**src/rtl/cdb_arbiter.sv**
```systemverilog
// Common-data-bus writeback arbiter: per-FU one-entry holding registers, oldest-tag-first grant.
// Latency 2 cycles handshake->cdb_valid; fu_ready drops while an entry is held and not granted.
module cdb_arbiter #(
  parameter int NUM_FU        = 4,
  parameter int ROB_IDX_WIDTH = 5,
  parameter int ORDER_WIDTH   = 64,
  parameter int DATA_WIDTH    = 32
) (
  input  logic                              clk,
  input  logic                              rst,
  input  logic                              flush,
  input  logic [NUM_FU-1:0]                 fu_valid,
  output logic [NUM_FU-1:0]                 fu_ready,
  input  logic [NUM_FU*ROB_IDX_WIDTH-1:0]   fu_rob_idx,
  input  logic [NUM_FU*5-1:0]               fu_rd_addr,
  input  logic [NUM_FU*DATA_WIDTH-1:0]      fu_data,
  input  logic [NUM_FU*ORDER_WIDTH-1:0]     fu_order,
  output logic                              cdb_valid,
  output logic [ROB_IDX_WIDTH-1:0]          cdb_rob_idx,
  output logic [4:0]                        cdb_rd_addr,
  output logic [DATA_WIDTH-1:0]             cdb_data,
  output logic [$clog2(NUM_FU)-1:0]         cdb_fu_id,
  output logic [NUM_FU*16-1:0]              grant_cnt
);

  localparam int FU_ID_W = $clog2(NUM_FU);

  typedef struct packed {
    logic [ORDER_WIDTH-1:0]   order;
    logic [ROB_IDX_WIDTH-1:0] rob_idx;
    logic [4:0]               rd_addr;
    logic [DATA_WIDTH-1:0]    data;
  } entry_t;

  entry_t               fu_in [NUM_FU];
  entry_t               hold  [NUM_FU];
  logic [NUM_FU-1:0]    hold_valid;
  logic [NUM_FU-1:0]    grant;
  logic [NUM_FU-1:0]    xfer;
  logic                 win_found;
  logic [FU_ID_W-1:0]   win_idx;
  logic [ORDER_WIDTH-1:0] win_order;

  always_comb begin
    for (int i = 0; i < NUM_FU; i++) begin
      fu_in[i].order   = fu_order[i*ORDER_WIDTH +: ORDER_WIDTH];
      fu_in[i].rob_idx = fu_rob_idx[i*ROB_IDX_WIDTH +: ROB_IDX_WIDTH];
      fu_in[i].rd_addr = fu_rd_addr[i*5 +: 5];
      fu_in[i].data    = fu_data[i*DATA_WIDTH +: DATA_WIDTH];
    end
  end

  // Ascending scan with strict '<' leaves ties with the lowest FU index.
  always_comb begin
    win_found = 1'b0;
    win_idx   = '0;
    win_order = '0;
    for (int i = 0; i < NUM_FU; i++) begin
      if (hold_valid[i] && (!win_found || hold[i].order < win_order)) begin
        win_found = 1'b1;
        win_idx   = FU_ID_W'(i);
        win_order = hold[i].order;
      end
    end
    grant = '0;
    for (int i = 0; i < NUM_FU; i++) begin
      grant[i] = win_found && (win_idx == FU_ID_W'(i));
    end
  end

  always_comb begin
    for (int i = 0; i < NUM_FU; i++) begin
      fu_ready[i] = !rst && !flush && (!hold_valid[i] || grant[i]);
    end
    xfer = fu_valid & fu_ready;
  end

  // Payload needs no reset: it is only observed while hold_valid is set.
  always_ff @(posedge clk) begin
    for (int i = 0; i < NUM_FU; i++) begin
      if (xfer[i]) hold[i] <= fu_in[i];
    end
  end

  always_ff @(posedge clk) begin
    if (rst || flush) begin
      hold_valid  <= '0;
      cdb_valid   <= 1'b0;
      cdb_rob_idx <= '0;
      cdb_rd_addr <= '0;
      cdb_data    <= '0;
      cdb_fu_id   <= '0;
      if (rst) grant_cnt <= '0;
    end else begin
      for (int i = 0; i < NUM_FU; i++) begin
        if (xfer[i])       hold_valid[i] <= 1'b1;
        else if (grant[i]) hold_valid[i] <= 1'b0;
      end
      cdb_valid <= win_found;
      if (win_found) begin
        cdb_rob_idx <= hold[win_idx].rob_idx;
        cdb_rd_addr <= hold[win_idx].rd_addr;
        cdb_data    <= hold[win_idx].data;
        cdb_fu_id   <= win_idx;
      end
      for (int i = 0; i < NUM_FU; i++) begin
        if (grant[i] && grant_cnt[i*16 +: 16] != 16'hFFFF)
          grant_cnt[i*16 +: 16] <= grant_cnt[i*16 +: 16] + 16'd1;
      end
    end
  end

endmodule

```
**config.mk**
```make
export PLATFORM = sky130hd
export DESIGN_NAME = cdb_arbiter
export DESIGN_NICKNAME = d
export VERILOG_FILES = /design/src/rtl/cdb_arbiter.sv
export SDC_FILE = /design/constraint.sdc
export NUM_CORES = 1
export LEC_CHECK = 0
export CORE_MARGIN = 5
export CORE_UTILIZATION = 30
export CTS_CLUSTER_DIAMETER = 120
export CTS_CLUSTER_SIZE = 28
export DETAILED_ROUTE_END_ITERATION = 8
export HOLD_SLACK_MARGIN = 0.15
export SLEW_MARGIN = 15
export SYNTH_ARGS = -nofsm -noshare
export SYNTH_HDL_FRONTEND = slang
export SYNTH_SLANG_ARGS = --single-unit
```
**constraint.sdc**
```tcl
create_clock -name clk -period 36.1 [get_ports clk]
set_input_delay 7.22 -clock clk [delete_from_list [all_inputs] [get_ports clk]]
set_output_delay 7.22 -clock clk [all_outputs]
set_load 0.05 [all_outputs]
```
# --- Yosys cells after proc, flatten, opt, wreduce, memory -nomap -nowiden ---
# Memories as Yosys holds them, arrays and structs flattened. A register that Yosys moved wholly into a read port is not among the register bits.
# Index checks and enable logic that the tools add are counted.
word_totals:
  mem_bits_rw: 424
  latch_bits: 0
  register_bits: 71
  mem_bits_ro: 0
  n_memories: 1
classes:
  order_cmp: 3
  multipliers: 0
  addsub: 4
  n_bitwise: 1
  mux: 32
  shift: 0
  eq_ne: 8
  div: 0
  n_reduce_logical: 46
memory_table:
  columns: ["name", "depth", "width", "rd", "rd_ports_with_merged_regs", "write_ports", "line_no", "rtl"]
  rows:
  - ["hold", 4, 106, 5, 1, 4, "36", "entry_t hold [NUM_FU];"]
ops:
  columns: ["cell", "n"]
  rows:
  - ["$mux W64", 5]
  - ["$lt A64 B64 Y1", 3]
  - ["$add A16 B1 Y16 const B", 4]
  - ["$mux W16", 4]
  - ["$ne A16 B16 Y1 const B", 4]
  - ["$mux W1", 21]
  - ["$logic_and A1 B1 Y1", 16]
  - ["$reduce_bool A2 Y1", 8]
  - ["$logic_not A1 Y1", 9]
  - ["$logic_or A1 B1 Y1", 8]
  - ["$reduce_and A2 Y1", 4]
  - ["$and A4 B4 Y4", 1]
  - ["$eq A2 B2 Y1 const B", 2]
  - ["$mux W2", 2]
  - ["$eq A2 B1 Y1 const B", 1]
  - ["$logic_not A2 Y1", 1]
  - ["$ne A2 B2 Y1 const B", 1]

# --- Longest topological paths before layout ---
# Gate-level depths: netlist of run 1.
# An unclocked memory read counts as a cell.
depth:
  word_depth: 21
  ltp_mapped: 40
  depth_no_buf: 31

# --- Worst setup path before layout of run 1 ---
# OpenSTA, ideal clock, no wires.
synth_path:
  path_type: "input-to-output"
  from: "in flush"
  to: "out fu_ready[3]"
  required_ps: 28880
  n_path_buf: 2
  setup_slack_ps: 20187
  t_arrival_ps: 8693
  stages: 4
  cell_sequence: "or2_2 > clkbuf_1 > clkbuf_1 > a31oi_1"
synth_via:
  elab_chain_cells: 3
synth_rtl:
  columns: ["item", "line_no", "rtl"]
  rows:
  - ["start, declared", "11", "input logic flush,"]
  - ["$logic_not A1 Y1", "73", "fu_ready[i] = !rst && !flush && (!hold_valid[i] || grant[i]);"]
  - ["$logic_and A1 B1 Y1 (2 in a row)", "73", null]
  - ["end, declared", "13", "output logic [NUM_FU-1:0] fu_ready,"]
# No other way between the ends.

# --- Worst setup path in the final report of run 1 ---
layout_path:
  from: "reg hold_valid[0]"
  to: "out fu_ready[0]"
layout_via:
  elab_chain_cells: 17
  elab_cells_between_ends: 27
layout_rtl:
  columns: ["item", "line_no", "rtl"]
  rows:
  - ["start, declared", "37", "logic [NUM_FU-1:0] hold_valid;"]
  - ["start signal, assigned", "87", "hold_valid <= '0;"]
  - ["start signal, assigned by index", "96", "if (xfer[i]) hold_valid[i] <= 1'b1;"]
  - ["start signal, assigned by index", "97", "else if (grant[i]) hold_valid[i] <= 1'b0;"]
  - ["$mux W64 / $mux W1 (equally long branches)", "59", "if (hold_valid[i] && (!win_found || hold[i].order < win_order)) begin"]
  - ["$lt A64 B64 Y1 / $logic_not A1 Y1 (equally long branches)", "59", null]
  - ["$logic_or A1 B1 Y1", "59", null]
  - ["$logic_and A1 B1 Y1", "59", null]
  - ["$mux W64 / $mux W1 (equally long branches)", "59", null]
  - ["$lt A64 B64 Y1 / $logic_not A1 Y1 (equally long branches)", "59", null]
  - ["$logic_or A1 B1 Y1", "59", null]
  - ["$logic_and A1 B1 Y1", "59", null]
  - ["$mux W64 / $mux W1 (equally long branches)", "59", null]
  - ["$lt A64 B64 Y1 / $logic_not A1 Y1 (equally long branches)", "59", null]
  - ["$logic_or A1 B1 Y1", "59", null]
  - ["$logic_and A1 B1 Y1", "59", null]
  - ["$mux W2", "59", null]
  - ["$logic_not A2 Y1", "67", "grant[i] = win_found && (win_idx == FU_ID_W'(i));"]
  - ["$logic_and A1 B1 Y1", "67", null]
  - ["$logic_or A1 B1 Y1 *", "73", null]
  - ["$logic_and A1 B1 Y1 *", "73", null]
# Every way passes the cells marked *; elsewhere a longest branch is shown, timed or not.

==> results of run 1 <==
-- per-stage QoR --
stage	worst slack [ns]	instance area, sq um	cells
after global placement	17.80	32100	3680
final	16.69	32900	3746
after floorplan	20.19	25500	2077
after detailed placement	17.38	32200	3680
after CTS	16.67	32900	3724
after global routing	15.66	32900	3745
-- registers in the layout, indices dropped and copies added (netlist names) --
name,cells
cdb_rd_addr,5
cdb_data,32
cdb_rob_idx,5
grant_cnt,64
hold_valid,4
cdb_fu_id,2
hold,424
cdb_valid,1
-- final cells by class --
cell class / count / area share (%)
sequential: 537 / 47.5
multi-input combinational: 1430 / 28.7
timing repair buffer: 563 / 17.0
tap: 1134 / 4.31
clock buffer: 38 / 2.05
clock inverter: 6 / 0.194
inverter: 16 / 0.182
antenna: 22 / 0.167
-- report_power, final --
part	switching [mW]	leakage [nW]	internal [mW]
combinational	0.135	6.33	0.0975
clock	0.203	0.351	0.134
sequential	0.0164	4.95	0.706
-- critical path, delay by kind of cell, from the launching register on --
kind,cells,cell delay (ns)
AO/OA/AOI/OAI,13,2.86
AND/OR/NAND/NOR,12,3.87
adder cells (fa/ha/maj),3,1.03
flip-flops,1,0.65
buffers and inverters,4,2.88
multiplexers,1,0.16
-- worst max path at each step --
| stage | from | to | slack, ns | depth (start not counted) |
|---|---|---|---|---|
| floorplan | flush | fu_ready[3] | 20.19 | 4 |
| global placement | hold_valid[0] | fu_ready[2] | 17.80 | 33 |
| detailed placement | hold_valid[0] | fu_ready[0] | 17.38 | 33 |
| CTS | hold_valid[0] | fu_ready[0] | 16.67 | 33 |
| global route | hold_valid[0] | fu_ready[0] | 15.66 | 33 |
| finish | hold_valid[0] | fu_ready[0] | 16.69 | 33 |
-- placed cells by master (no fill, tap or decap), types with 3 or more instances in the layout --
master           instances
a211oi_1                11
nand4_1                 87
o211ai_1                51
o21ai_1                  3
nor2_1                 169
dfxtp_1                 47
xnor2_1                 14
o21a_1                  12
a21oi_1                164
nor2b_1                  4
ha_1                   193
a221oi_1                 3
inv_1                   16
and4_1                   5
o21ai_0                100
or3_1                    3
nor4_1                   5
clkbuf_1                13
nor3_1                  14
mux2i_1                 84
a31oi_1                  6
nand2_1                309
diode_2                 22
clkbuf_16               25
clkdlybuf4s50_1        543
and2_1                   8
xor2_1                  40
and3_1                  14
edfxtp_1               488
buf_4                   20
a21o_1                  39
nand3_1                 41
-- cells by family (layout without fill, tap and decap cells) --
group                    count (synthesis)  in the layout
AO/OA/AOI/OAI                          425            425
other                                    0             22
buffers and inverters                  110            623
flip-flops                             537            537
adder cells (fa/ha/maj)                193            193
multiplexers                            85             85
XOR/XNOR                                54             54
AND/OR/NAND/NOR                        673            673
-- metal layers --
layer  global-route usage (%)  vias up
met1                     23.1     9298
li1                         -     8805
met2                     32.5      639
met5                        0        -
met4                     7.10        6
met3                     2.25      120
==> flow_summary.yaml, run 1 <==
clocking:
  ctsResizeCount: 0
  cts.clk_slew.worst_paths_ns: 0.10
  clock_path_buffers: 3
  clock-sinks: 537
  root_buffer: "clkbuf_16"
  hold_buffers: 0
  htreeDepth: 1
  clk_latency_ns: 0.61
  cts_buffers: 24
  post_cts_buffers: 0
  tritoncts: "yes"
critical_path:
  r2r_slack_ns: 23.54
  r2r_cells: 33
  r2r-start: "hold_valid[0]"
  criticalPathCategory: "reg -> out"
  cp.arrival_ns: 12.19
  cp.required_ns: 28.88
  reg2reg_to: "hold[0][74]"
  critPathLaunchType: "register"
  crit_path_top_delay_cell: "clkdlybuf4s50_1"
  cp_slowest_stage_delay_ns: 0.96
  end_kind: "output pin"
  path_max_fanout: 89
synthesis:
  syn_area_sq_mm: 0.0255
  synth.cells.most_frequent: "edfxtp_1, nand2_1, ha_1"
  synth_mux_area_share_pct: 3.35
  synth_cells: 2077
  synthDistinctLibCells: 65
  synth.most_common_cell: "edfxtp_1"
  synth_seq_cells: 537
  synth_top_cell_area_share_pct: 57.5
  synth-simple-area-share_pct: 11.8
  yosysSeqAreaShare_pct: 61.4
  ys_async_sr_fraction_pct: 0
  synth-main-ff-cell: "edfxtp_1"
  avgSynthCellArea_sq_um: 12.3
  synth-xor-area-share_pct: 1.86
  synth_nets: 2701
  synth-compound-area-share_pct: 10.3
  synth-adder-area-share_pct: 9.48
  ys_top_cells_by_area: "edfxtp_1, ha_1, nand2_1"
  yosysTopAreaCell: "edfxtp_1"
  ys_warn_count: 0
  synth_top_family_by_area: "simple AND/OR/NAND/NOR gates"
  synth-edff-count: 488
layout:
  regArea_sq_mm: 0.0156
  fin_util_pct: 39.2
  n_fill_cell: 7944
  multiInputGateArea_sq_mm: 0.00945
  drive_gt1_share_pct: 2.97
  area_delta_synth_final_pct: 29.3
  num-nets-final: 3196
drt:
  totalWireLength_microns: 88500
  met3_length_microns: 4610
  vias_per_cell: 5.04
  vias: 18868
  first_pass_iters: 6
  ant_nets: 0
  wl_met1_microns: 35800
  drcViolationCount: 0
  drt_iter0_drc: 1605
  dr_wl_met2_microns: 45000
  routedWlPerCell_microns: 23.6
  highest_layer: "met5"
power:
  power_density_mw_per_mm2: 39.2
  finalPower_mw: 1.29
  p_leak_nw: 11.6
  ir_drop_v: 0.0000359
floorplan:
  die-width_microns: 301
  io_pins: 544
  initial_core_util_pct: 30.3
  die_area_sq_mm: 0.0908
  core_area_sq_mm: 0.0840
  die_y_microns: 301
  rows: 106
timing:
  fin_crit_sh_pct: 53.8
  hold_ws_ns: 0.551
  relSlewSlack_pct: 25.4
  period_minus_slack_ns: 19.41
  grt_setup_unrepaired: "no"
  worst_pin_slew_ns: 1.12
  fin_worst_skew_ns: 0.0238
  final_max_slew_viol_count: 0
  hold_viol: 0
  finalSetupTns_ns: 0
  timing.fmax_ghz: 0.0515
  setup_viol: 0
global_routing:
  grt_max_degree: 90
  grt_usage_pct: 18.4
  grt_pass1_wl_microns: 125000
  overflow: 0
  antenna_found_initial: 26
  grt_pass1_vias: 19215
hold_path:
  holdPathEnd: "cdb_data[16]"
  hp-class: "reg -> reg"
  min_from: "hold[3][16]"
  hold_depth: 2
place:
  place_hpwl_microns: 66400
  port_buffers: 543
  gp_congestion: 0.884
flow_run:
  maxCapViolations: 0
run_status:
  status: "finished, final reports clean"
Power figures use the tool's default switching activity.
==> run 2, diff against run 1 <==
clock period = 16.4 ns   (was 36.1 ns; I/O delays follow)
==> flow_summary.yaml, run 2 (synthesis results as in run 1) <==
critical_path:
  end_kind: "output pin"
  cp.arrival_ns: 12.00
  critPathLaunchType: "register"
  cp.required_ns: 13.12
  crit_path_top_delay_cell: "clkdlybuf4s50_1"
  cp_slowest_stage_delay_ns: 0.94
  cp_common_cell: "nand4_1"
  path_max_fanout: 90
  criticalPathCategory: "reg -> out"
floorplan:
  rows: 106
  io_pins: 544
  die_area_sq_mm: 0.0908
  die_y_microns: 301
  initial_core_util_pct: 30.3
  core_area_sq_mm: 0.0840
  die-width_microns: 301
power:
  p_leak_nw: 11.6
  finalPower_mw: 2.83
  ir_drop_v: 0.0000635
  power_density_mw_per_mm2: 86.0
global_routing:
  grt_usage_pct: 18.3
  overflow: 0
  grt_pass1_vias: 19309
  grt_max_degree: 91
  grt_pass1_wl_microns: 125000
  antenna_found_initial: 14
layout:
  largest_reg_flops: 424
  area_delta_synth_final_pct: 29.3
  mostFrequentLayoutCells: "clkdlybuf4s50_1, edfxtp_1, nand2_1"
  layout_commonest_cell: "clkdlybuf4s50_1"
  num-nets-final: 3196
  reg_top3: "hold (424), grant_cnt (64), cdb_data (32)"
  fin_area_sq_mm: 0.0329
  regMostFlops: "hold"
  drive_gt1_share_pct: 2.93
  n_fill_cell: 7977
drt:
  totalWireLength_microns: 87700
  drt_iter0_drc: 1441
  first_pass_iters: 5
  routedWlPerCell_microns: 23.5
  vias: 18855
  vias_per_cell: 5.05
  ant_nets: 0
  drcViolationCount: 0
timing:
  grt_setup_unrepaired: "no"
  hold_viol: 0
  fin_crit_sh_pct: 93.2
  worst_pin_slew_ns: 1.07
  period_minus_slack_ns: 15.28
  timing.fmax_ghz: 0.0655
  finalSetupTns_ns: 0
  final_max_slew_viol_count: 0
  fin_worst_skew_ns: 0.0241
  relSlewSlack_pct: 28.4
  setup_viol: 0
clocking:
  root_buffer: "clkbuf_16"
  clock_path_buffers: 3
  htreeDepth: 1
  post_cts_buffers: 0
  clock-sinks: 537
  clk_latency_ns: 0.60
  ctsResizeCount: 0
  hold_buffers: 0
  cts.clk_slew.worst_paths_ns: 0.12
  tritoncts: "yes"
  cts_buffers: 24
place:
  dpl_cell_area_sq_mm: 0.0322
  port_buffers: 543
  place_hpwl_microns: 66300
  gp_congestion: 0.892
hold_path:
  hp-class: "reg -> reg"
flow_run:
  maxCapViolations: 0
run_status:
  status: "finished, final reports clean"
## run 2: cell types whose count changed in the layout (fill, tap and decap cells not counted), sizes merged
cell    before  now
clkinv       1    4
diode       22   11
inv         20   16
clkbuf      38   39
## run 2: where the power goes
| group | total, mW | internal (mW) | switching, mW |
|---|---|---|---|
| combinational | 0.512 | 0.215 | 0.297 |
| sequential | 1.59 | 1.55 | 0.0356 |
| clock | 0.733 | 0.295 | 0.437 |
| total | 2.83 | 2.06 | 0.770 |
## run 2: worst paths after layout
path,to,from,slack (ns),cells past startpoint
setup / recovery,fu_ready[2],hold_valid[0],1.12,33
hold / removal,cdb_data[9],hold[3][9],0.55,2
setup reg to reg,hold[1][76],hold_valid[0],3.30,34
hold reg to reg,cdb_data[9],hold[3][9],0.55,2
## run 2: area by class of cell
class                      instances  area (sq um)  share of cell area (%)
antenna                           11          27.5                  0.0836
clock buffer                      39           678                    2.06
clock inverter                     5          72.6                   0.220
inverter                          16          60.1                   0.182
multi-input combinational       1430          9450                    28.7
sequential                       537         15600                    47.5
tap                             1134          1420                    4.31
timing repair buffer             563          5590                    17.0
## run 2: routing by layer
layer | GRT usage, % | routed length, microns | up-vias
li1 | - | - | 8782
met1 | 23.4 | 35800 | 9243
met2 | 31.7 | 43300 | 671
met3 | 2.20 | 4650 | 155
met4 | 7.41 | 3860 | 4
met5 | 0 | 25 | -
## run 2: through the flow
stage	hold WS [ns]	worst slack [ns]	utilization, %	cells
floorplan	0.502	2.30	-	2077
global placement	0.511	2.20	38.3	3680
global route	0.578	0.0701	39.2	3735
finish	0.550	1.12	39.2	3735
detailed placement	0.530	1.78	38.3	3680
CTS	0.555	1.04	39.2	3724
## run 2: worst max-delay path: cells and delay by family, from the launching register on
kind | cells | cell delay (ns)
adders and majority gates | 3 | 1.00
muxes | 1 | 0.16
and+or+nand+nor | 17 | 5.72
buffers and inverters | 3 | 1.89
AOI/OAI and AO/OA | 9 | 1.92
DFF | 1 | 0.63
